<file path="src/rtl/iterative_divider_if.sv">
// Handshake and operand/result bundle between the pipeline and the iterative divider.
// The pipeline is the master; the divider is the slave.
`timescale 1ns/1ps
interface iterative_divider_if #(
  parameter int WORD_LENGTH = 32
) ();
  logic                   start;
  logic                   is_signed;
  logic [WORD_LENGTH-1:0] dividend;
  logic [WORD_LENGTH-1:0] divisor;
  logic                   busy;
  logic                   done;
  logic [WORD_LENGTH-1:0] quotient;
  logic [WORD_LENGTH-1:0] remainder;
  logic                   div_by_zero;

  modport master (
    output start, is_signed, dividend, divisor,
    input  busy, done, quotient, remainder, div_by_zero
  );

  modport slave (
    input  start, is_signed, dividend, divisor,
    output busy, done, quotient, remainder, div_by_zero
  );
endinterface

</file>
<file path="src/rtl/iterative_divider.sv">
// Multicycle restoring divider for DIV/DIVU: quotient goes to LO, remainder goes to HI.
// It produces one quotient bit per clock on operand magnitudes, then applies a sign fix.
`timescale 1ns/1ps
module iterative_divider #(
  parameter int WORD_LENGTH = 32
) (
  input  logic                 clk,
  input  logic                 reset,
  iterative_divider_if.slave   dif
);

  // state    | meaning
  // S_IDLE   | waiting for start; results held
  // S_DIVIDE | one restoring iteration per edge, count 0..WORD_LENGTH-1
  // S_FINISH | sign fix / divide-by-zero result, pulse done
  typedef enum logic [1:0] {
    S_IDLE   = 2'd0,
    S_DIVIDE = 2'd1,
    S_FINISH = 2'd2
  } state_t;

  localparam int CW = $clog2(WORD_LENGTH);

  state_t                 state_q, state_d;
  logic [CW-1:0]          count_q, count_d;
  logic [WORD_LENGTH-1:0] rem_q, rem_d;
  logic [WORD_LENGTH-1:0] quo_q, quo_d;
  logic [WORD_LENGTH-1:0] dvsr_q, dvsr_d;
  logic                   qneg_q, qneg_d;
  logic                   rneg_q, rneg_d;
  logic                   dbz_q, dbz_d;
  logic [WORD_LENGTH-1:0] quotient_q, quotient_d;
  logic [WORD_LENGTH-1:0] remainder_q, remainder_d;
  logic                   div_by_zero_q, div_by_zero_d;
  logic                   done_q, done_d;

  logic                   dvnd_neg;
  logic                   dvsr_neg;
  logic [WORD_LENGTH-1:0] dvnd_mag;
  logic [WORD_LENGTH-1:0] dvsr_mag;
  logic [WORD_LENGTH:0]   rem_shift;
  logic [WORD_LENGTH:0]   trial;

  assign dvnd_neg = dif.is_signed & dif.dividend[WORD_LENGTH-1];
  assign dvsr_neg = dif.is_signed & dif.divisor[WORD_LENGTH-1];
  assign dvnd_mag = dvnd_neg ? -dif.dividend : dif.dividend;
  assign dvsr_mag = dvsr_neg ? -dif.divisor  : dif.divisor;

  // rem < divisor always holds, so the top bit of trial is a clean borrow flag.
  assign rem_shift = {rem_q, quo_q[WORD_LENGTH-1]};
  assign trial     = rem_shift - {1'b0, dvsr_q};

  always_comb begin
    state_d       = state_q;
    count_d       = count_q;
    rem_d         = rem_q;
    quo_d         = quo_q;
    dvsr_d        = dvsr_q;
    qneg_d        = qneg_q;
    rneg_d        = rneg_q;
    dbz_d         = dbz_q;
    quotient_d    = quotient_q;
    remainder_d   = remainder_q;
    div_by_zero_d = div_by_zero_q;
    done_d        = 1'b0;

    case (state_q)
      S_IDLE: begin
        if (dif.start) begin
          rem_d   = '0;
          count_d = '0;
          if (dif.divisor == '0) begin
            // The raw dividend is parked in quo so it can be returned as the remainder.
            dbz_d   = 1'b1;
            quo_d   = dif.dividend;
            dvsr_d  = '0;
            qneg_d  = 1'b0;
            rneg_d  = 1'b0;
            state_d = S_FINISH;
          end else begin
            dbz_d   = 1'b0;
            quo_d   = dvnd_mag;
            dvsr_d  = dvsr_mag;
            qneg_d  = dvnd_neg ^ dvsr_neg;
            rneg_d  = dvnd_neg;
            state_d = S_DIVIDE;
          end
        end
      end

      S_DIVIDE: begin
        if (trial[WORD_LENGTH]) begin
          rem_d = rem_shift[WORD_LENGTH-1:0];
        end else begin
          rem_d = trial[WORD_LENGTH-1:0];
        end
        quo_d = {quo_q[WORD_LENGTH-2:0], ~trial[WORD_LENGTH]};
        if (count_q == CW'(WORD_LENGTH - 1)) begin
          state_d = S_FINISH;
        end else begin
          count_d = count_q + 1'b1;
        end
      end

      S_FINISH: begin
        if (dbz_q) begin
          quotient_d  = '1;
          remainder_d = quo_q;
        end else begin
          quotient_d  = qneg_q ? -quo_q : quo_q;
          remainder_d = rneg_q ? -rem_q : rem_q;
        end
        div_by_zero_d = dbz_q;
        done_d        = 1'b1;
        state_d       = S_IDLE;
      end

      default: begin
        state_d = S_IDLE;
      end
    endcase
  end

  always_ff @(posedge clk or posedge reset) begin
    if (reset) begin
      state_q       <= S_IDLE;
      count_q       <= '0;
      rem_q         <= '0;
      quo_q         <= '0;
      dvsr_q        <= '0;
      qneg_q        <= 1'b0;
      rneg_q        <= 1'b0;
      dbz_q         <= 1'b0;
      quotient_q    <= '0;
      remainder_q   <= '0;
      div_by_zero_q <= 1'b0;
      done_q        <= 1'b0;
    end else begin
      state_q       <= state_d;
      count_q       <= count_d;
      rem_q         <= rem_d;
      quo_q         <= quo_d;
      dvsr_q        <= dvsr_d;
      qneg_q        <= qneg_d;
      rneg_q        <= rneg_d;
      dbz_q         <= dbz_d;
      quotient_q    <= quotient_d;
      remainder_q   <= remainder_d;
      div_by_zero_q <= div_by_zero_d;
      done_q        <= done_d;
    end
  end

  assign dif.busy        = (state_q != S_IDLE);
  assign dif.done        = done_q;
  assign dif.quotient    = quotient_q;
  assign dif.remainder   = remainder_q;
  assign dif.div_by_zero = div_by_zero_q;

endmodule

</file>
<file path="src/flat_wrapper.sv">
// flat-port wrapper written by rule: the top's interface ports become plain ports
module iterative_divider_flat 
#(
  parameter int WORD_LENGTH = 32
)
  (clk, reset, dif_start, dif_is_signed, dif_dividend, dif_divisor, dif_busy, dif_done, dif_quotient, dif_remainder, dif_div_by_zero);
  iterative_divider_if #(.WORD_LENGTH(WORD_LENGTH)) dif_i ();
  input  logic clk;
  input  logic reset;
  input wire logic [$bits(dif_i.start)-1:0] dif_start;
  input wire logic [$bits(dif_i.is_signed)-1:0] dif_is_signed;
  input wire logic [$bits(dif_i.dividend)-1:0] dif_dividend;
  input wire logic [$bits(dif_i.divisor)-1:0] dif_divisor;
  output wire logic [$bits(dif_i.busy)-1:0] dif_busy;
  output wire logic [$bits(dif_i.done)-1:0] dif_done;
  output wire logic [$bits(dif_i.quotient)-1:0] dif_quotient;
  output wire logic [$bits(dif_i.remainder)-1:0] dif_remainder;
  output wire logic [$bits(dif_i.div_by_zero)-1:0] dif_div_by_zero;
  assign dif_i.start = dif_start;
  assign dif_i.is_signed = dif_is_signed;
  assign dif_i.dividend = dif_dividend;
  assign dif_i.divisor = dif_divisor;
  assign dif_busy = dif_i.busy;
  assign dif_done = dif_i.done;
  assign dif_quotient = dif_i.quotient;
  assign dif_remainder = dif_i.remainder;
  assign dif_div_by_zero = dif_i.div_by_zero;
  iterative_divider #(.WORD_LENGTH(WORD_LENGTH)) u_core (.clk(clk), .reset(reset), .dif(dif_i));
endmodule
</file>
<file path="config.mk">
export PLATFORM = sky130hd
export DESIGN_NAME = iterative_divider_flat
export DESIGN_NICKNAME = d
export VERILOG_FILES = /design/src/rtl/iterative_divider_if.sv /design/src/rtl/iterative_divider.sv /design/src/flat_wrapper.sv
export SDC_FILE = /design/constraint.sdc
export NUM_CORES = 1
export LEC_CHECK = 0
export ABC_CLOCK_PERIOD_IN_PS = 8760
export BUFFER_PORTS_ARGS = -buffer_cell sky130_fd_sc_hd__buf_2
export CAP_MARGIN = 20
export CORE_MARGIN = 5
export CORE_UTILIZATION = 50
export DETAILED_ROUTE_END_ITERATION = 10
export GPL_ROUTABILITY_DRIVEN = 0
export HOLD_SLACK_MARGIN = 0.02
export PLACE_DENSITY = 0.74
export SYNTH_ARGS = -nofsm -noshare
export SYNTH_HDL_FRONTEND = slang
export SYNTH_SLANG_ARGS = --single-unit
</file>
<file path="constraint.sdc">
create_clock -name clk -period 8.76 [get_ports clk]
set_input_delay 1.314 -clock clk [delete_from_list [all_inputs] [get_ports clk]]
set_output_delay 1.314 -clock clk [all_outputs]
set_load 0.01 [all_outputs]
</file>
== After elaboration in Yosys (flattened, before gate mapping) ==
Cells that the tools add are included.

* Equal/unequal tests: 6
* $add $sub $neg: 6
* Reduce and logical (&&, ||, !) cells: 8
* Muxes and demuxes: 24
* Bitwise logic cells: 4

{| class="wikitable"
|+ Operators with widths
! cell !! count
|-
| 2-to-1 mux 32 bit || 11
|-
| negator 32 bit || 4
|-
| one-hot mux 32 bit (2 select lines) || 2
|-
| subtractor 33 x 32 -> 33 bit || 1
|-
| logical NOT 32 bit || 1
|-
| 2-to-1 mux 5 bit || 2
|-
| one-hot mux 5 bit (2 select lines) || 1
|-
| 2-to-1 mux 2 bit || 3
|-
| AND reduction 2 bit || 3
|-
| adder 5 x 1 -> 5 bit (second input constant) || 1
|-
| equality test 5 bit (second input constant) || 1
|-
| 2-to-1 mux 1 bit || 4
|-
| != test 2 bit (second input constant) || 2
|-
| one-hot mux 2 bit (2 select lines) || 1
|-
| nonzero test 2 bit || 2
|-
| AND reduction 3 bit || 1
|-
| bitwise AND 1 bit || 2
|-
| equality test 2 x 1 -> 1 bit (second input constant) || 1
|-
| equality test 2 bit (second input constant) || 1
|-
| logical NOT 2 bit || 1
|-
| != test 2 x 1 -> 1 bit (second input constant) || 1
|-
| NOT 1 bit || 1
|-
| bitwise XOR 1 bit || 1
|}

* Output and inout bits: 67
* Flip-flop bits (word level): 172

== Longest topological paths before layout ==
* Depth in word-level cells: 5
* Depth in mapped cells: 13
* Mapped depth without buffers: 12

== Worst setup path after synthesis ==
Ideal clock, no wire load.

* Path kind: input to register
* From: input dif_divisor[10]
* To: register u_core.quo_q[3]
* Cell stages on the path: 11
* Path buffers: 2
* Data arrival time: 3,389 ps
* Path slack: 5,240 ps
* Required time: 8,629 ps
* Path through: or4_4 > nor4_4 > nand2_2 > nor4b_4 > nor2b_2 > and2_1 > buf_6 > buf_6 > o31ai_2 > xor2_1 > o21ai_1

* Word-level cells in the longest chain between the ends: 4

{| class="wikitable"
|+ Ends and longest elaborated chain
! item !! line !! RTL
|-
| from (decl) || flat_wrapper.sv:13 || <nowiki>input wire logic [$bits(dif_i.divisor)-1:0] dif_divisor;</nowiki>
|-
| logical NOT 32 bit || iterative_divider.sv:72 || <nowiki>if (dif.divisor == '0) begin</nowiki>
|-
| 2-to-1 mux 32 bit || iterative_divider.sv:72 ||
|-
| 2-to-1 mux 32 bit || iterative_divider.sv:69 || <nowiki>if (dif.start) begin</nowiki>
|-
| one-hot mux 32 bit (2 select lines) || iterative_divider.sv:67 || <nowiki>case (state_q)</nowiki>
|-
| to (signal assigned) || iterative_divider.sv:142 || <nowiki>quo_q <= quo_d;</nowiki>
|-
| to (decl) || iterative_divider.sv:27 || <nowiki>logic [WORD_LENGTH-1:0] quo_q, quo_d;</nowiki>
|}

Every way passes these cells. The select of a mux whose other input is x is not followed.
A chain may end at the register's enable or synchronous reset.

== Worst setup path after layout ==
* From: input dif_divisor[17]
* To: register u_core.quo_q[12]

The elaborated chain is that of the path after synthesis.

==> flow_summary.html <==
<table>
<tr><th>Metric</th><th>Value</th></tr>
<tr><th colspan="2">Yosys</th></tr>
<tr><td>Cell count after synthesis</td><td>1364</td></tr>
<tr><td>Seq cells post-synth</td><td>between 150 and 200</td></tr>
<tr><td>Portion of synthesized cell area occupied by the leading cell type</td><td>0.3724</td></tr>
<tr><td>Proportion of synthesized chip area in sequential cells</td><td>0.3724</td></tr>
<tr><td>Mean post-synth cell area</td><td>~8.5 um2</td></tr>
<tr><td>Post-synth top flop</td><td>dfrtp_1</td></tr>
<tr><td>Yosys top cell by area</td><td>dfrtp_1</td></tr>
<tr><td>Count of yosys warnings during synthesis</td><td>0</td></tr>
<tr><td>Asr flop ratio synth</td><td>1.000</td></tr>
<tr><td>Post-Syn Nets</td><td>1471</td></tr>
<tr><td>Netlist Area Pre-Place</td><td>around 0.012 mm2</td></tr>
<tr><td>Area contributors post-synth</td><td>dfrtp_1, xor2_1, o21ai_0</td></tr>
<tr><td>Post-synth EDFFs</td><td>0</td></tr>
<tr><td>Distinct cell type count of the synthesized netlist</td><td>75</td></tr>
<tr><th colspan="2">Cells and area</th></tr>
<tr><td>Final Net Count</td><td>around 1500</td></tr>
<tr><td>Area occupied by registers</td><td>between 0.004 and 0.005 mm2</td></tr>
<tr><td>Leading cell type in the layout, fill and taps excluded</td><td>dfrtp_1</td></tr>
<tr><td>Multi-input combinational cell area</td><td>~0.0067 mm2</td></tr>
<tr><td>Ratio of cells with drive above 1 in the final layout</td><td>0.1458</td></tr>
<tr><td># diodes</td><td>0</td></tr>
<tr><td>Most used cells in the layout excluding fill and tap cells</td><td>dfrtp_1, nand2_1, buf_2</td></tr>
<tr><td>Synthesis-to-layout area growth</td><td>12.13%</td></tr>
<tr><td>Number of fillers in the final layout</td><td>around 2100</td></tr>
<tr><th colspan="2">Global route</th></tr>
<tr><td>Total overflow reported by the global router</td><td>0</td></tr>
<tr><td>Via count of the first global-routing pass</td><td>approximately 9600</td></tr>
<tr><td>GRT Total Usage</td><td>0.2304</td></tr>
<tr><td>Global-route wire length before repair</td><td>roughly 50000 um</td></tr>
<tr><td>Number of antenna violations at the first check in global routing</td><td>0</td></tr>
<tr><td>Largest net degree at the start of global routing</td><td>125</td></tr>
<tr><th colspan="2">CTS</th></tr>
<tr><td>Clock root buffer</td><td>clkbuf_16</td></tr>
<tr><td>H-tree levels</td><td>4</td></tr>
<tr><td>Post-CTS clock slew at the launch and capture registers of the worst setup and hold paths</td><td>about 0.08 ns</td></tr>
<tr><td>Number of buffers added by the clock tree synthesis step</td><td>17</td></tr>
<tr><td>Worst-skew pair later-pin latency</td><td>approximately 0.45 ns</td></tr>
<tr><td>CTS sink count</td><td>172</td></tr>
<tr><td>CTS tree</td><td>yes</td></tr>
<tr><td>Count of buffers added by post-CTS timing repair for setup</td><td>0</td></tr>
<tr><td>Hold-fix buffer count after cts</td><td>0</td></tr>
<tr><td>Clock Tree Buf Depth</td><td>2</td></tr>
<tr><td>Resize count post-CTS</td><td>0</td></tr>
<tr><th colspan="2">Power</th></tr>
<tr><td>Power dissipated by switching net loads</td><td>2.652 mW</td></tr>
<tr><td>Overall power of the completed layout</td><td>5.557 mW</td></tr>
<tr><td>Portion of total power attributed to the clock network</td><td>0.138</td></tr>
<tr><td>Design internal power</td><td>between 2 and 3 mW</td></tr>
<tr><td>LEAKAGE</td><td>5.807 nW</td></tr>
<tr><td>Switching part of the total</td><td>0.4771</td></tr>
<tr><td>Power share of the sequential group</td><td>0.279</td></tr>
<tr><td>Total power per unit cell area</td><td>between 400 and 500 mW/mm2</td></tr>
<tr><td>Relative contribution of combinational cells to total power</td><td>0.584</td></tr>
<tr><td>Largest voltage drop on the vdd net</td><td>approximately 0.29 mV</td></tr>
<tr><th colspan="2">Floorplan</th></tr>
<tr><td>Die Outline Area</td><td>between 0.02 and 0.03 mm2</td></tr>
<tr><td>Boundary pin count</td><td>approximately 140</td></tr>
<tr><td>Core Region</td><td>between 0.02 and 0.025 mm2</td></tr>
<tr><td>Floorplan row count</td><td>55</td></tr>
<tr><td>Initial core utilization</td><td>0.5089</td></tr>
<tr><td>Vertical die dimension</td><td>around 160 um</td></tr>
<tr><td>Width of the chip</td><td>approximately 160 um</td></tr>
<tr><th colspan="2">Route</th></tr>
<tr><td>Vias per cell</td><td>between 5 and 6</td></tr>
<tr><td>DRC violations left</td><td>0</td></tr>
<tr><td>First-pass iteration count of the detailed router</td><td>5</td></tr>
<tr><td>Total vias in the final route</td><td>10240</td></tr>
<tr><td>Drt wl/cell</td><td>approximately 18 um</td></tr>
<tr><td>Total Routed Length</td><td>just over 30000 um</td></tr>
<tr><td>Violation count after the first detailed-route iteration</td><td>slightly below 900</td></tr>
<tr><td>Number of nets still failing antenna checks after routing</td><td>0</td></tr>
<tr><th colspan="2">Place</th></tr>
<tr><td>Count of buffers from port buffering</td><td>between 100 and 150</td></tr>
<tr><td>Half-perimeter wire length after detailed placement</td><td>between 20000 and 25000 um</td></tr>
<tr><th colspan="2">Status</th></tr>
<tr><td>Status</td><td>completed</td></tr>
<tr><th colspan="2">Setup path</th></tr>
<tr><td>Critical Setup Path Class</td><td>input port to flip-flop</td></tr>
<tr><td>Cell-by-cell listing of the critical path</td><td>buf_2 &gt; or4_4 &gt; nor4_2 &gt; nand2b_1 &gt; nor4b_4 &gt; nor2b_2 &gt; and2_1 &gt; o21ai_0 &gt; xor2_1 &gt; o21ai_1</td></tr>
<tr><td>Worst Path Arrival</td><td>4.25 ns</td></tr>
<tr><td>Critical Path Slowest Stage Cell</td><td>nor4b_4</td></tr>
<tr><td>Launch point of the critical path</td><td>dif_divisor[17]</td></tr>
<tr><td>Buffers and inverters on the worst path</td><td>1</td></tr>
<tr><td>Worst setup EP type</td><td>flip-flop</td></tr>
<tr><td>Critical path startpoint category</td><td>input port</td></tr>
<tr><td>Largest delay contributor family on the critical path</td><td>simple AND/OR/NAND/NOR gates</td></tr>
<tr><td>Delay of the slowest critical-path stage</td><td>around 0.70 ns</td></tr>
<tr><td>Worst flop-to-flop path startpoint</td><td>u_core.quo_q[31]</td></tr>
<tr><td>Top fanout value on the critical path</td><td>18</td></tr>
<tr><td>Required time at the endpoint of the critical path</td><td>slightly above 9 ns</td></tr>
<tr><th colspan="2">STA</th></tr>
<tr><td>Final cycle utilization of the critical path</td><td>0.4496</td></tr>
<tr><td>Total Neg Setup Slack</td><td>0 ns</td></tr>
<tr><td>Worst clock skew</td><td>approximately 0.011 ns</td></tr>
<tr><td>Worst-Margin Slew</td><td>around 1 ns</td></tr>
<tr><td>RSZ-0062 raised after global routing</td><td>no</td></tr>
<tr><td>Relative slew margins</td><td>0.3445</td></tr>
<tr><td>Number of setup violations in the final report</td><td>0</td></tr>
<tr><td>Maximum achievable frequency</td><td>~250 MHz</td></tr>
<tr><td>Number of hold violations in the final report</td><td>0</td></tr>
<tr><td>Final critical delay including setup and external delays</td><td>just under 4 ns</td></tr>
<tr><td>Count of pins over their slew limit</td><td>0</td></tr>
<tr><th colspan="2">Hold path</th></tr>
<tr><td>Path type of the worst min-delay path</td><td>flip-flop to flip-flop</td></tr>
<tr><td>Hold_sp</td><td>u_core.dif.div_by_zero</td></tr>
<tr><th colspan="2">Flow run</th></tr>
<tr><td>Max_cap viols</td><td>0</td></tr>
</table>
[final cells by class]
class                   instances  share of cell area
clock buffers                  17             0.03283
clock inverters                15             0.01342
inverters                      53             0.01574
multi-input cells            1052              0.5170
flip-flops and latches        172              0.3322
well taps                     285             0.02752
repair buffers                145             0.06121
[layer usage]
layer / vias to the layer above / GRT usage / share of wire
met2: 397 / 0.3552 / 0.45
met3: 45 / 0.04491 / 0.075
met4: 0 / 0.06651 / 0.018
met1: 4793 / 0.3315 / 0.45
met5: - / 0 / 0
li1: 5004 / - / -
[cell usage after synthesis (all sizes together), types with 12 or more instances]
| cell type | instances |
|---|---|
| a21oi | 115 |
| a22oi | 30 |
| buf | 18 |
| clkbuf | 69 |
| dfrtp | 172 |
| ha | 38 |
| inv | 52 |
| mux2i | 29 |
| nand2 | 140 |
| nand3 | 50 |
| nor2 | 112 |
| nor2b | 12 |
| nor3 | 19 |
| o21ai | 158 |
| o31ai | 29 |
| o41ai | 19 |
| or4 | 17 |
| xnor2 | 64 |
| xor2 | 85 |
[worst register-to-register path: cells and delay by family (launching register included)]
kind | cells | cell delay (ns)
buf+inv | 2 | 0.63
flops | 1 | 0.40
simple gates | 2 | 0.53
fa+ha+maj | 2 | 0.64
compound gates | 6 | 1.35
xor+xnor | 1 | 0.16
[final timing paths]
check / slack, ns / to / cells after the start
worst max-delay path: 4.82 / u_core.quo_q[12] / 10
worst max register to register: 4.90 / u_core.rem_q[19] / 13
worst min-delay path: 0.47 / u_core.dif.div_by_zero / 2
worst min register to register: 0.47 / u_core.dif.div_by_zero / 2
min in group asynchronous: 1.04 / u_core.dif.done / 2
max in group asynchronous: 6.52 / u_core.dbz_q / 4
[power groups by stage]
stage | logic [mW] | clock network [mW] | registers (mW)
after global placement | 3.12 | 0 | 1.54
final | 3.24 | 0.765 | 1.55
after floorplan | 2.66 | 0 | 1.36
after detailed placement | 3.20 | 0 | 1.55
after CTS | 3.22 | 0.781 | 1.54
after global routing | 3.62 | 0.815 | 1.59
[logic make-up after synthesis]
| group | count (synthesis) | share of synthesized area |
|---|---|---|
| compound gates | 419 | 0.2212 |
| simple gates | 415 | 0.1733 |
| flops | 172 | 0.3724 |
| xor+xnor | 149 | 0.1145 |
| buf+inv | 140 | 0.04958 |
| fa+ha+maj | 39 | 0.04287 |
| mux | 30 | 0.02609 |
[through the flow]
step	util	cells	setup slack [ns]	instance area [um2]	hold slack, ns
finish	0.5706	1739	4.822	12960	0.4724
global placement	0.5415	1704	4.350	12300	0.4523
detailed placement	0.5415	1704	4.344	12300	0.4586
CTS	0.5679	1736	4.812	12900	0.4763
global route	0.5706	1739	4.657	12960	0.5007
floorplan	-	1364	2.786	11560	0.4498
[registers in the layout, summed over array words and instances, names as in the netlist]
register	cells
u_core.count_q	5
u_core.dbz_q	1
u_core.dif.div_by_zero	1
u_core.dif.done	1
u_core.dif.quotient	32
u_core.dif.remainder	32
u_core.dvsr_q	32
u_core.qneg_q	1
u_core.quo_q	32
u_core.rem_q	32
u_core.rneg_q	1
u_core.state_q	2
Power figures use the tool's default switching activity.
